==> config.mk <==
export PLATFORM = sky130hd
export DESIGN_NAME = array_scan_scheduler
export DESIGN_NICKNAME = d
export VERILOG_FILES = /design/src/rtl/array_scan_scheduler.sv
export SDC_FILE = /design/constraint.sdc
export NUM_CORES = 1
export LEC_CHECK = 0
export BUFFER_PORTS_ARGS = -buffer_cell sky130_fd_sc_hd__buf_4
export CORE_MARGIN = 1.5
export CORE_UTILIZATION = 55
export CTS_CLUSTER_SIZE = 16
export DETAILED_ROUTE_END_ITERATION = 10
export PLACE_DENSITY_LB_ADDON = 0.15
export SLEW_MARGIN = 20
export SYNTH_ARGS = -nofsm -noshare
export SYNTH_HDL_FRONTEND = slang
export SYNTH_SLANG_ARGS = --single-unit
==> constraint.sdc <==
create_clock -name clk -period 2.4 [get_ports clk]
set_input_delay 0.36 -clock clk [delete_from_list [all_inputs] [get_ports clk]]
set_output_delay 0.36 -clock clk [all_outputs]
set_load 0.1 [all_outputs]
==> src/rtl/array_scan_scheduler.sv <==
// Raster scan scheduler: walks an H_ACTIVE x V_ACTIVE frame in groups of LANES
// pixels and hands each group to a processing array, with idle gaps between lines.
module array_scan_scheduler #(
  parameter int H_ACTIVE   = 640,
  parameter int V_ACTIVE   = 480,
  parameter int LANES      = 4,
  parameter int GAP_CYCLES = 2
) (
  input  logic             clk,
  input  logic             rst,
  input  logic             ena,
  input  logic             start,
  input  logic             pe_ready,
  output logic             issue_valid,
  output logic [9:0]       xpos,
  output logic [9:0]       ypos,
  output logic [LANES-1:0] lane_mask,
  output logic             line_end,
  output logic             frame_done,
  output logic             busy
);

  typedef enum logic [1:0] {
    IDLE = 2'd0,
    SCAN = 2'd1,
    GAP  = 2'd2,
    DONE = 2'd3
  } state_t;

  state_t     state_reg, state_next;
  logic [9:0] xpos_reg, xpos_next;
  logic [9:0] ypos_reg, ypos_next;
  logic [3:0] gap_reg, gap_next;

  // 11-bit views so xpos+LANES cannot wrap before the comparison.
  logic [10:0] xpos_ext;
  logic [10:0] xpos_adv;
  logic        scan_c;
  logic        line_end_c;
  logic        last_line_c;
  logic        transfer_c;

  assign xpos_ext    = {1'b0, xpos_reg};
  assign xpos_adv    = xpos_ext + 11'(LANES);
  assign scan_c      = (state_reg == SCAN);
  assign line_end_c  = (xpos_adv >= 11'(H_ACTIVE));
  assign last_line_c = ({1'b0, ypos_reg} == 11'(V_ACTIVE - 1));
  assign transfer_c  = scan_c && ena && pe_ready;

  always_ff @(posedge clk or negedge rst) begin
    if (!rst) begin
      state_reg <= IDLE;
      xpos_reg  <= '0;
      ypos_reg  <= '0;
      gap_reg   <= '0;
    end else begin
      state_reg <= state_next;
      xpos_reg  <= xpos_next;
      ypos_reg  <= ypos_next;
      gap_reg   <= gap_next;
    end
  end

  always_comb begin
    state_next = state_reg;
    xpos_next  = xpos_reg;
    ypos_next  = ypos_reg;
    gap_next   = gap_reg;
    if (ena) begin
      case (state_reg)
        IDLE: begin
          if (start) begin
            state_next = SCAN;
            xpos_next  = '0;
            ypos_next  = '0;
          end
        end
        SCAN: begin
          if (transfer_c) begin
            if (!line_end_c) begin
              xpos_next = xpos_adv[9:0];
            end else if (last_line_c) begin
              state_next = DONE;
            end else begin
              xpos_next = '0;
              ypos_next = ypos_reg + 10'd1;
              if (GAP_CYCLES > 0) begin
                state_next = GAP;
                gap_next   = 4'(GAP_CYCLES - 1);
              end
            end
          end
        end
        GAP: begin
          // gap_reg counts remaining gap cycles after this one.
          if (gap_reg == 4'd0) begin
            state_next = SCAN;
          end else begin
            gap_next = gap_reg - 4'd1;
          end
        end
        DONE: begin
          state_next = IDLE;
          xpos_next  = '0;
          ypos_next  = '0;
          gap_next   = '0;
        end
        default: state_next = IDLE;
      endcase
    end
  end

  genvar gi;
  generate
    for (gi = 0; gi < LANES; gi++) begin : g_lane
      assign lane_mask[gi] = scan_c && ((xpos_ext + 11'(gi)) < 11'(H_ACTIVE));
    end
  endgenerate

  assign issue_valid = scan_c && ena;
  assign line_end    = scan_c && line_end_c;
  assign frame_done  = (state_reg == DONE);
  assign busy        = (state_reg != IDLE);
  assign xpos        = xpos_reg;
  assign ypos        = ypos_reg;

endmodule

==> out/results.ini <==
[status]
status = complete, but fails checks
violations = design-rule violations

[sta]
min_period_ps = 2372
drv_slew = 0
finalWorstSetupSlack_ps = 28.05
rsz0062_at_grt = true
finClkSkew_ps = 7.724
setup_viol = 0
hold_violations = 0
fmax_mhz = 421.6
layout_worst_path_cycle_share_pct = 98.83

[synthesis]
yosysTopAreaCell = dfrtp_1
ys_seq_area_share_pct = 36.45
syn_area_per_cell_sq_um = 8.907
netlist_instances = 185
netlist.area_leader.share_pct = 36.45
synth-edff-count = 0
synth_area_leaders = dfrtp_1, nand2_1, ha_1, a21oi_1, nand3_1
async_flop_share_pct = 100.0
synth_flop_cell = dfrtp_1
ys_ff_latch = 24
ys_types = 57
synthesis.area_sq_mm = 0.001648
yosys_warnings = 0

[clocking]
htreeDepth = 1
cts_buffer_depth = 2
cts_sinks = 24
cts_tree = built
cts.clk_slew.worst_paths_ps = 120
cts_root_buffer = clkbuf_4
clk_latency_ps = 310
cts_inserted_buffers = 3

[critical_path]
worstSetupStartpointType = flop
cpLargestDelayFamily = simple AND/OR/NAND/NOR gates
path_cells = and4_4 -> or3b_4 -> xnor2_2 -> nand2_2 -> nor2_4 -> buf_12
path_max_fanout = 6
rrSetupSlack_ps = 110
cpPeakStageDelay_ps = 470
reg2reg_depth = 7
critPathCaptureType = output port
startpoint = xpos[2]
critPathBufInv = 1
worst_path_max_delay_cell = dfrtp_4
reg2reg_from = xpos[2]
cp.arrival_ps = 2010
worstPathRequired_ps = 2040
r2r-end = xpos[7]
path_class = reg -> out

[routing]
via_count = 1580
first_pass_iters = 7
avgViaCountPerCell = 6.196
routed_wirelength_um = 3965
first_iter_violations = 92
ant_nets = 0
wire_per_inst_um = 15.55
drc_errors = 7

[global_route]
groute.usage.overall_pct = 26.20
antenna_found_initial = 0
grt_overflow_total = 0
grt_pass1_vias = 1502
grt_max_degree = 25
grt_pass1_wl_um = 6755

[min_path]
whs_path_depth = 3
hold_class = in -> reg
min_to = state_reg[0]
hold_path_startpoint = ena

[floorplanning]
ios = 33
die_w_um = 57.74
die_y_um = 57.74
fp.coreArea_sq_mm = 0.002805
rows = 19
design.die.area_sq_mm = 0.003333
initial_core_util_pct = 58.74

[placed_design]
io_buffers = 30
place_congestion = 0.8087
hpwl_um = 2966
dp_slack_ps = 98.16

[layout]
antennaDiodeCount = 0
fin_nets = 234
drive_gt1_share_pct = 32.59
area_growth_pct = 23.84
largest_register_ff_count = 10

[flow_run]
maxCapViolCount = 0

==> how the worst max path moves through the flow <==
stage,endpoint,slack (ps),cells past startpoint
CTS,line_end,5,6
detailed placement,xpos[7],100,7
finish,line_end,30,6
global route,line_end,-30,6
floorplan,line_end,-200,7
global placement,ypos[7],150,7
==> cell type report <==
type | instances | area [sq um]
fill | 219 | 764.5
clock buffer | 4 | 26.28
timing repair buffer | 40 | 315.3
sequential | 24 | 630.6
inverter | 6 | 22.52
multi-input combinational | 150 | 1007
tap | 31 | 38.79
==> layout by cell type (no fill, tap or decap), drive strengths merged, types with 2 or more instances in the layout <==
cell type / instances
inv: 6
a21oi: 10
clkbuf: 4
conb: 2
nand4: 2
and2: 4
or3b: 2
buf: 39
ha: 4
or2: 3
mux2i: 3
nand3: 9
o311ai: 2
nor4: 3
a21o: 4
o31ai: 2
and3: 4
o2bb2ai: 3
nor2: 12
nand2: 30
o21ai: 14
nor2b: 3
or4: 2
a31oi: 3
dfrtp: 24
nor3: 6
a22oi: 3
==> cells by family after synthesis <==
logic type,share of synthesized area (%)
muxes,1.822
and+or+nand+nor,26.65
adders and majority gates,3.037
buffers and inverters,4.328
AOI/OAI and AO/OA,24.83
DFF,36.45
other,0.2276
xor gates and xnor gates,2.658
==> tightest hold or removal path: cells and delay by family <==
kind | cells | cell delay [ps]
buffers and inverters | 1 | 120
AND/OR/NAND/NOR | 1 | 60
AO/OA/AOI/OAI | 1 | 70
==> per-layer routing <==
metal  GRT usage (%)  vias to the layer above  wire length, um
met1           33.52                      743             1718
li1                -                      754                -
met3           2.232                       12              235
met2           43.99                       71             1888
met5               0                        -                0
met4           13.95                        0              122
==> per-stage QoR <==
stage          area [sq um]  cells  TNS (ps)  hold WS [ps]  util [%]
4_1_cts                2023    254         0         323.6     72.12
5_1_grt                2041    255    -32.64         333.9     72.75
6_report               2041    255         0         332.3     72.75
3_5_place_dp           1959    248         0         275.7     69.85
2_1_floorplan          1695    186    -196.1         64.41         -
3_3_place_gp           1959    248         0         273.1     69.85
==> Yosys cell counts, types with 2 or more instances <==
library cell  instances
a21oi_1               9
inv_1                 6
or4_1                 2
nor3_1                5
buf_4                 3
a31oi_1               3
a22oi_1               3
o2bb2ai_1             3
a21o_1                2
o21ai_0               5
dfrtp_1              24
nor2_1               11
or2_2                 2
nand2_1              29
ha_1                  4
nand4_1               2
a21o_2                2
nand3_1               9
o311ai_1              2
nor4_1                3
and2_1                4
and3_1                4
mux2i_1               3
or3b_1                2
buf_6                 2
nor2b_1               3
o21ai_1               8
==> repair_timing <==
item	4_1_cts	5_1_grt
gates resized for setup	6	1
setup buffers	1	1
hold buffers	1	0
endpoints found under the hold margin	24	0
setup endpoints to repair	1	1
pin swaps	1	4
Power is left out: the tool's default activity adds up to more than one toggle a clock period on the data nets, which glitch-free logic cannot reach.
